## src/rtl/scan_seq_pkg.sv

```systemverilog
// Shared constants and state encoding for the channel scan sequencer.
package scan_seq_pkg;

    localparam int NCH_DEF = 16;
    localparam int DW_DEF  = 8;
    localparam int SCW_DEF = 16;

    typedef logic [2:0] state_t;

    localparam state_t ST_IDLE     = 3'd0;
    localparam state_t ST_ARM      = 3'd1;
    localparam state_t ST_DWELL    = 3'd2;
    localparam state_t ST_DUMP     = 3'd3;
    localparam state_t ST_SCAN_END = 3'd4;
    localparam state_t ST_GAP      = 3'd5;
    localparam state_t ST_ABORT    = 3'd6;

endpackage

```

## src/rtl/scan_seq_if.sv

```systemverilog
// Control/strobe bundle between the register block, the sequencer
// and priority_fsm.
interface scan_seq_if #(
    parameter int NCH = 16,
    parameter int DW  = 8,
    parameter int SCW = 16
);
    logic           start_i;
    logic           stop_i;
    logic           continuous_i;
    logic [NCH-1:0] mask_i;
    logic [DW-1:0]  dwell_i;
    logic [DW-1:0]  gap_i;
    logic           cycle_done_i;
    logic           arm_o;
    logic           dump_o;
    logic           inter_o;
    logic           disable_o;
    logic [NCH-1:0] ch_sel_o;
    logic           busy_o;
    logic           done_o;
    logic           err_o;
    logic [SCW-1:0] scan_cnt_o;

    modport master (
        output start_i, stop_i, continuous_i, mask_i,
        output dwell_i, gap_i, cycle_done_i,
        input  arm_o, dump_o, inter_o, disable_o,
        input  ch_sel_o, busy_o, done_o, err_o, scan_cnt_o
    );

    modport slave (
        input  start_i, stop_i, continuous_i, mask_i,
        input  dwell_i, gap_i, cycle_done_i,
        output arm_o, dump_o, inter_o, disable_o,
        output ch_sel_o, busy_o, done_o, err_o, scan_cnt_o
    );
endinterface

```

## src/rtl/scan_sequencer_timer.sv

```systemverilog
// Loadable down-counter; expire_o marks the last cycle of a count.
module scan_timer #(
    parameter int DW = 8
) (
    input  logic          clk_i,
    input  logic          resetn_i,
    input  logic          load_i,
    input  logic          en_i,
    input  logic [DW-1:0] val_i,
    output logic          expire_o
);
    logic [DW-1:0] cnt;

    always_ff @(posedge clk_i) begin
        if (!resetn_i) begin
            cnt <= '0;
        end else if (load_i) begin
            cnt <= val_i;
        end else if (en_i && cnt != '0) begin
            cnt <= cnt - 1'b1;
        end
    end

    assign expire_o = (cnt <= DW'(1));
endmodule

```

## src/rtl/scan_sequencer.sv

```systemverilog
// Autonomous channel-mask scanner driving priority_fsm strobes,
// with continuous mode, inter-scan gap, abort and dump watchdog.
module scan_sequencer
    import scan_seq_pkg::*;
#(
    parameter int NCH = NCH_DEF,
    parameter int DW  = DW_DEF,
    parameter int SCW = SCW_DEF
) (
    input  logic       clk_i,
    input  logic       resetn_i,
    scan_seq_if.slave  bus
);
    localparam int CW = $clog2(NCH + 1);

    state_t         st;
    state_t         nx;
    logic [DW-1:0]  dwell_q;
    logic [DW-1:0]  gap_q;
    logic [DW-1:0]  dwell_eff;
    logic [CW-1:0]  dump_cnt;
    logic [NCH-1:0] ch_sel;
    logic [SCW-1:0] scan_cnt;
    logic           done_q;
    logic           done_seen;
    logic           err_q;
    logic           err_d;
    logic           rearm;
    logic           dw_exp;
    logic           gp_exp;

    assign dwell_eff = (dwell_q == '0) ? DW'(1) : dwell_q;
    // cycle_done in the expiring cycle itself still counts
    assign done_seen = done_q | (bus.cycle_done_i && dump_cnt != '0);

    always_comb begin
        nx    = st;
        err_d = 1'b0;
        rearm = 1'b0;
        unique case (st)
            ST_IDLE: begin
                if (bus.start_i) begin
                    if (bus.mask_i != '0) nx = ST_ARM;
                    else err_d = 1'b1;
                end
            end
            ST_ARM:  nx = ST_DWELL;
            ST_DWELL: begin
                if (dw_exp) begin
                    if (dump_cnt != '0 && done_seen) begin
                        nx = ST_SCAN_END;
                    end else if (dump_cnt == CW'(NCH)) begin
                        nx    = ST_ABORT;
                        err_d = 1'b1;
                    end else begin
                        nx = ST_DUMP;
                    end
                end
            end
            ST_DUMP: nx = ST_DWELL;
            ST_SCAN_END: begin
                if (!bus.continuous_i) nx = ST_IDLE;
                else if (gap_q != '0) nx = ST_GAP;
                else rearm = 1'b1;
            end
            ST_GAP:   rearm = gp_exp;
            ST_ABORT: nx = ST_IDLE;
            default:  nx = ST_IDLE;
        endcase
        if (rearm) begin
            if (bus.mask_i != '0) begin
                nx = ST_ARM;
            end else begin
                nx    = ST_IDLE;
                err_d = 1'b1;
            end
        end
        if (bus.stop_i && st != ST_IDLE && st != ST_ABORT) begin
            nx    = ST_ABORT;
            err_d = 1'b0;
        end
    end

    always_ff @(posedge clk_i) begin
        if (!resetn_i) begin
            st       <= ST_IDLE;
            dwell_q  <= '0;
            gap_q    <= '0;
            dump_cnt <= '0;
            ch_sel   <= '0;
            scan_cnt <= '0;
            done_q   <= 1'b0;
            err_q    <= 1'b0;
        end else begin
            st    <= nx;
            err_q <= err_d;
            if (st == ST_IDLE && nx == ST_ARM) begin
                dwell_q <= bus.dwell_i;
                gap_q   <= bus.gap_i;
            end
            if (nx == ST_ARM) begin
                ch_sel   <= bus.mask_i;
                dump_cnt <= '0;
                done_q   <= 1'b0;
            end else begin
                if (st == ST_DUMP) dump_cnt <= dump_cnt + 1'b1;
                if (done_seen) done_q <= 1'b1;
            end
            if (st == ST_SCAN_END) scan_cnt <= scan_cnt + 1'b1;
        end
    end

    scan_timer #(.DW(DW)) u_dwell (
        .clk_i    (clk_i),
        .resetn_i (resetn_i),
        .load_i   (st == ST_ARM || st == ST_DUMP),
        .en_i     (st == ST_DWELL),
        .val_i    (dwell_eff),
        .expire_o (dw_exp)
    );

    scan_timer #(.DW(DW)) u_gap (
        .clk_i    (clk_i),
        .resetn_i (resetn_i),
        .load_i   (st == ST_SCAN_END),
        .en_i     (st == ST_GAP),
        .val_i    (gap_q),
        .expire_o (gp_exp)
    );

    assign bus.arm_o      = (st == ST_ARM);
    assign bus.dump_o     = (st == ST_DUMP);
    assign bus.inter_o    = (st == ST_ABORT);
    assign bus.disable_o  = (st == ST_IDLE);
    assign bus.busy_o     = (st != ST_IDLE);
    assign bus.done_o     = (st == ST_SCAN_END);
    assign bus.err_o      = err_q;
    assign bus.ch_sel_o   = ch_sel;
    assign bus.scan_cnt_o = scan_cnt;
endmodule

```

## src/flat_wrapper.sv

```systemverilog
// flat-port wrapper written by rule: the top's interface ports become plain ports
module scan_sequencer_flat import scan_seq_pkg::*;
#(
    parameter int NCH = NCH_DEF,
    parameter int DW  = DW_DEF,
    parameter int SCW = SCW_DEF
)
  (clk_i, resetn_i, bus_start_i, bus_stop_i, bus_continuous_i, bus_mask_i, bus_dwell_i, bus_gap_i, bus_cycle_done_i, bus_arm_o, bus_dump_o, bus_inter_o, bus_disable_o, bus_ch_sel_o, bus_busy_o, bus_done_o, bus_err_o, bus_scan_cnt_o);
  scan_seq_if #(.NCH(NCH), .DW(DW), .SCW(SCW)) bus_i ();
  input  logic clk_i;
  input  logic resetn_i;
  input wire logic [$bits(bus_i.start_i)-1:0] bus_start_i;
  input wire logic [$bits(bus_i.stop_i)-1:0] bus_stop_i;
  input wire logic [$bits(bus_i.continuous_i)-1:0] bus_continuous_i;
  input wire logic [$bits(bus_i.mask_i)-1:0] bus_mask_i;
  input wire logic [$bits(bus_i.dwell_i)-1:0] bus_dwell_i;
  input wire logic [$bits(bus_i.gap_i)-1:0] bus_gap_i;
  input wire logic [$bits(bus_i.cycle_done_i)-1:0] bus_cycle_done_i;
  output wire logic [$bits(bus_i.arm_o)-1:0] bus_arm_o;
  output wire logic [$bits(bus_i.dump_o)-1:0] bus_dump_o;
  output wire logic [$bits(bus_i.inter_o)-1:0] bus_inter_o;
  output wire logic [$bits(bus_i.disable_o)-1:0] bus_disable_o;
  output wire logic [$bits(bus_i.ch_sel_o)-1:0] bus_ch_sel_o;
  output wire logic [$bits(bus_i.busy_o)-1:0] bus_busy_o;
  output wire logic [$bits(bus_i.done_o)-1:0] bus_done_o;
  output wire logic [$bits(bus_i.err_o)-1:0] bus_err_o;
  output wire logic [$bits(bus_i.scan_cnt_o)-1:0] bus_scan_cnt_o;
  assign bus_i.start_i = bus_start_i;
  assign bus_i.stop_i = bus_stop_i;
  assign bus_i.continuous_i = bus_continuous_i;
  assign bus_i.mask_i = bus_mask_i;
  assign bus_i.dwell_i = bus_dwell_i;
  assign bus_i.gap_i = bus_gap_i;
  assign bus_i.cycle_done_i = bus_cycle_done_i;
  assign bus_arm_o = bus_i.arm_o;
  assign bus_dump_o = bus_i.dump_o;
  assign bus_inter_o = bus_i.inter_o;
  assign bus_disable_o = bus_i.disable_o;
  assign bus_ch_sel_o = bus_i.ch_sel_o;
  assign bus_busy_o = bus_i.busy_o;
  assign bus_done_o = bus_i.done_o;
  assign bus_err_o = bus_i.err_o;
  assign bus_scan_cnt_o = bus_i.scan_cnt_o;
  scan_sequencer #(.NCH(NCH), .DW(DW), .SCW(SCW)) u_core (.clk_i(clk_i), .resetn_i(resetn_i), .bus(bus_i));
endmodule
```

## config.mk

```make
export PLATFORM = sky130hd
export DESIGN_NAME = scan_sequencer_flat
export DESIGN_NICKNAME = d
export VERILOG_FILES = /design/src/rtl/scan_seq_pkg.sv /design/src/rtl/scan_seq_if.sv /design/src/rtl/scan_sequencer_timer.sv /design/src/rtl/scan_sequencer.sv /design/src/flat_wrapper.sv
export SDC_FILE = /design/constraint.sdc
export NUM_CORES = 1
export LEC_CHECK = 0
export CAP_MARGIN = 10
export CORE_MARGIN = 2
export CORE_UTILIZATION = 46
export DETAILED_ROUTE_END_ITERATION = 8
export PLACE_DENSITY = 0.76
export SKIP_CTS_REPAIR_TIMING = 1
export SYNTH_ARGS = -nofsm -noshare
export SYNTH_HDL_FRONTEND = slang
export SYNTH_SLANG_ARGS = --single-unit
```

## constraint.sdc

```tcl
create_clock -name clk_i -period 2.1 [get_ports clk_i]
set_input_delay 0.315 -clock clk_i [delete_from_list [all_inputs] [get_ports clk_i]]
set_output_delay 0.315 -clock clk_i [all_outputs]
set_load 0.1 [all_outputs]
```

==> results list, run 1 <==
- Number of buffers on the longest clock path: 2
- The tool flagged a number of max-cap violations equal to 0.
- The number of antenna violations at the first check in global routing was 0.
- Peak supply drop: 1303 µV
* Antenna diode count: 0
- After clock tree synthesis, the clock-pin slew on the worst setup and hold paths is 80 ps.
* Portion of the post-synthesis area used by sequential elements: 0.4114
- Worst hold path startpoint: u_core.bus.ch_sel_o[1]$_SDFFE_PN0N_
- Clock network latency to the later pin of the worst-skew pair: 350 ps
* Capturing element type of the critical path: flop
- Post-detailed-route count of antenna-violating nets: 0
- Vertical die dimension: 92.48 µm
* Final core utilization: 0.6927
- Along the worst path, the maximum fanout reaches 6.
- Number of endpoints failing setup at the final stage: 0
* Wire length of the first global-routing pass: 14570 µm
- Crit-path cells: or3b_4 -> and4bb_2 -> nand2_2 -> a21oi_4 -> o311a_4 -> mux2i_1
* Cell at the root of the clock tree: sky130_fd_sc_hd__clkbuf_8
* Number of cells traversed by the worst register-to-register path: 6
- Via count normalized by instance count: 5.299
- The number of endpoints with negative hold slack in the final report is 0.
- Among all flip-flop cells after synthesis, the most frequent one is sky130_fd_sc_hd__dfxtp_1.
- Number of DRC markers after the initial detailed-route iteration: 174
* Worst path slowest cell: sky130_fd_sc_hd__or3b_4
- After floorplanning, the core was sized to cover 0.007647 mm².
- The number of max-slew violations in the final report came to 0.
- Critical Path Source Type: flop
* Hold worst-path end: u_core.bus.ch_sel_o[1]$_SDFFE_PN0N_
- Sum of negative setup slack: 0 ps
* Period utilization: 0.9871
* F_max: 482.4 MHz
* Routability congestion estimate from global placement: 0.8630
- Half-perimeter wire length of the detailed placement result: 6313 µm
- Number of stages on the worst hold path: 2
- Classification of the worst-slack hold path: flop to flop
* Placed cell areas: 0.004775 mm²
* Avg WL per Cell: 14.73 µm
- The initial utilization of the core area, before any placement, comes to 0.4709.
* Number of distinct standard cells referenced by the synthesized netlist: 53
- Clock tree from TritonCTS: done
- The number of global-route vias before repair is 3271.
- Input and output buffers added on the ports amount to 76.
- Post-Synthesis Cell Area: 0.003601 mm²
* Arrival time at the worst endpoint: 2350 ps
- For this run the aggregate overflow at the end of global routing stands at 0.
* Final worst path period need: 2073 ps
- Net count of the mapped netlist: 468
* Required time reported for the critical path endpoint: 2380 ps
- Critical register-to-register path startpoint: u_core.st[2]$_SDFF_PN0_
* Area enclosed by the die boundary: 0.008552 mm²
- Largest net degree at the start of global routing: 90
- EDFF count, synth: 0
- During synthesis, Yosys emitted a total of 0 warnings.
- The worst register-to-register path ends at u_core.bus.ch_sel_o[8]$_SDFFE_PN0N_.
- In this run the tightest slew margin relative to its limit is 0.7452.
- The analysis attributes to cell leakage a power of 0.002159 µW.
- In the final design database the tool counted 591 nets.
- Total clock buffers created by CTS: 9
- Transition at the pin with the smallest max-transition slack: 382.2 ps
* Non-filler instance count after layout: 653
* Worst clock skew on the final layout: 11.13 ps
- In the routed design, unresolved DRC markers number 0.
* Site row count: 32
- OpenSTA, run right after detailed placement, puts the worst setup slack at -274.3 ps.
- Detailed-routing iteration count for the pre-antenna-repair pass: 4
- For this block, the routed nets add up to 9617 µm of wire.
- The average instance in the mapped netlist occupies 8.513 µm².
- Crit path buf inv count: 0
- Cell Count Post-Placement: 626
- The final route contains 3460 vias.
- Worst path top cell family by delay: simple AND/OR/NAND/NOR gates
- Synthesis inferred 74 register bits.
* Fraction of layout cells with a size suffix above 1: 0.3031
- Horizontal die dimension: 92.48 µm
* Setup slack, reg-to-reg: 30 ps
* Boundary Pins: 77
- The largest single stage delay on the critical path is 390 ps.
* Post-Synthesis Cells: 423
- After routing the design area is 0.005298 mm².
- The tree built by TritonCTS fans out to 74 sinks.
- Setup repair after global routing missed its margin: true
* Status: completed
* Synth-to-Final Area Change: 47.12%
- The worst setup path is of the flop to flop kind.
- For this run, the total global-route usage over all layers was measured as 0.2065.
* Cell Pwr Density: 1506 mW/mm²
- Fraction of registers with async set or reset after synthesis: 0
- The H-tree was split into 3 levels.
- Setup slack on the critical path of the routed design comes to 27.10 ps.
* Total stage count of the critical path: 6
flip-flops by register name, indices dropped and copies added, names as in the netlist:
name,cells
u_core.bus.ch_sel_o,16
u_core.bus.scan_cnt_o,16
u_core.dwell_q,8
u_core.gap_q,8
u_core.u_dwell.cnt,8
u_core.u_gap.cnt,8
u_core.dump_cnt,5
u_core.st,3
u_core.bus.err_o,1
u_core.done_q,1
how the worst max path moves through the flow:
stage | start | slack (ps) | end
after global placement | bus_mask_i[10] | -210 | u_core.bus.ch_sel_o[10]$_SDFFE_PN0N_
after CTS | u_core.dump_cnt[1]$_SDFFE_PP0P_ | -280 | u_core.bus.ch_sel_o[5]$_SDFFE_PN0N_
after global routing | u_core.st[1]$_SDFF_PN0_ | -60 | u_core.bus.ch_sel_o[8]$_SDFFE_PN0N_
final | u_core.st[2]$_SDFF_PN0_ | 30 | u_core.bus.ch_sel_o[8]$_SDFFE_PN0N_
after detailed placement | bus_mask_i[2] | -270 | u_core.bus.ch_sel_o[3]$_SDFFE_PN0N_
after floorplan | u_core.st[1]$_SDFF_PN0_ | -180 | bus_busy_o
metal layers:
layer	GRT usage	wire length [µm]
met3	0.04475	492
met5	0	0
met4	0.06095	167
met2	0.3510	4754
met1	0.2629	4203
area by class of cell:
type,instances,area [µm²]
repair buffers,130,1152
multi-input cells,318,2198
clock buffers,11,141.4
fillers,583,2350
flip-flops and latches,74,1499
well taps,102,127.6
inverters,13,53.80
clock inverters,5,125.1
kinds of logic after synthesis:
group	count (synthesis)	share of synthesized area
compound gates	68	0.1383
fa+ha+maj	7	0.02432
simple gates	203	0.2898
buf+inv	34	0.03995
flops	74	0.4114
mux	17	0.04760
xor+xnor	20	0.04865
worst register-to-register path, stage by stage, from the launching register on:
cell	delay [ps]
sky130_fd_sc_hd__dfxtp_2	350
sky130_fd_sc_hd__or3b_4	390
sky130_fd_sc_hd__and4bb_2	390
sky130_fd_sc_hd__nand2_2	100
sky130_fd_sc_hd__a21oi_4	270
sky130_fd_sc_hd__o311a_4	290
sky130_fd_sc_hd__mux2i_1	220
power breakdown:
group	leakage, µW	total (µW)	internal (µW)	switching [µW]
combinational	0.00142	4520	1680	2850
sequential	0.000608	1980	1730	257
clock	0.000134	1470	941	531
total	0.00216	7980	4340	3630
synthesized netlist by cell type (2+ instances only):
cell | count | area [µm²]
sky130_fd_sc_hd__or3_1 | 2 | 12.51
sky130_fd_sc_hd__nor2_1 | 20 | 75.07
sky130_fd_sc_hd__a31oi_1 | 2 | 12.51
sky130_fd_sc_hd__xnor2_1 | 13 | 113.9
sky130_fd_sc_hd__nand2_1 | 91 | 341.6
sky130_fd_sc_hd__and2_1 | 16 | 100.1
sky130_fd_sc_hd__nor3b_1 | 3 | 22.52
sky130_fd_sc_hd__nand4_1 | 7 | 43.79
sky130_fd_sc_hd__nor4_1 | 9 | 56.30
sky130_fd_sc_hd__dfxtp_1 | 74 | 1481
sky130_fd_sc_hd__o31ai_1 | 3 | 22.52
sky130_fd_sc_hd__nand3_1 | 10 | 50.05
sky130_fd_sc_hd__inv_1 | 12 | 45.04
sky130_fd_sc_hd__o21ai_0 | 10 | 50.05
sky130_fd_sc_hd__a21oi_1 | 10 | 50.05
sky130_fd_sc_hd__nor3b_2 | 6 | 75.07
sky130_fd_sc_hd__xor2_1 | 7 | 61.31
sky130_fd_sc_hd__a21boi_0 | 23 | 172.7
sky130_fd_sc_hd__ha_1 | 7 | 87.58
sky130_fd_sc_hd__nand2b_1 | 5 | 31.28
sky130_fd_sc_hd__and3_1 | 4 | 25.02
sky130_fd_sc_hd__buf_6 | 2 | 22.52
sky130_fd_sc_hd__a221oi_1 | 6 | 52.55
sky130_fd_sc_hd__nor2b_1 | 12 | 75.07
sky130_fd_sc_hd__clkbuf_1 | 18 | 67.56
sky130_fd_sc_hd__mux2i_1 | 16 | 160.2
sky130_fd_sc_hd__o2111ai_1 | 2 | 17.52
sky130_fd_sc_hd__nor3_1 | 8 | 40.04
layout by cell type, fill, tap and decap left out, types with 4 or more instances in the layout:
| cell type | instances |
|---|---|
| sky130_fd_sc_hd__nand2_1 | 90 |
| sky130_fd_sc_hd__buf_4 | 84 |
| sky130_fd_sc_hd__dfxtp_1 | 60 |
| sky130_fd_sc_hd__clkdlybuf4s50_1 | 36 |
| sky130_fd_sc_hd__a21boi_0 | 23 |
| sky130_fd_sc_hd__nor2_1 | 18 |
| sky130_fd_sc_hd__mux2i_1 | 16 |
| sky130_fd_sc_hd__and2_1 | 15 |
| sky130_fd_sc_hd__dfxtp_2 | 14 |
| sky130_fd_sc_hd__xnor2_1 | 13 |
| sky130_fd_sc_hd__nor2b_1 | 12 |
| sky130_fd_sc_hd__clkbuf_8 | 10 |
| sky130_fd_sc_hd__o21ai_0 | 9 |
| sky130_fd_sc_hd__nor4_1 | 9 |
| sky130_fd_sc_hd__nand3_1 | 9 |
| sky130_fd_sc_hd__a21oi_1 | 9 |
| sky130_fd_sc_hd__inv_1 | 7 |
| sky130_fd_sc_hd__nor3b_2 | 7 |
| sky130_fd_sc_hd__nand4_1 | 7 |
| sky130_fd_sc_hd__xor2_1 | 7 |
| sky130_fd_sc_hd__buf_12 | 7 |
| sky130_fd_sc_hd__nor3_1 | 6 |
| sky130_fd_sc_hd__inv_2 | 5 |
| sky130_fd_sc_hd__ha_1 | 5 |
| sky130_fd_sc_hd__o311a_4 | 4 |
| sky130_fd_sc_hd__a221oi_1 | 4 |
| sky130_fd_sc_hd__bufinv_16 | 4 |
stage by stage:
step	total power (µW)	hold WS, ps
after global placement	5973	444.1
final	7977	464.6
after detailed placement	6056	449.5
after floorplan	4917	442.6
after CTS	7531	465.4
after global routing	8343	481.4
Note: power is estimated with default switching activity, not from simulation.
==> run 2, diff against run 1 <==
Settings changed: HOLD_SLACK_MARGIN set to 0.12.
==> results of run 2 <==
No change in the layout: final DEF, timing and power equal those of run 1.
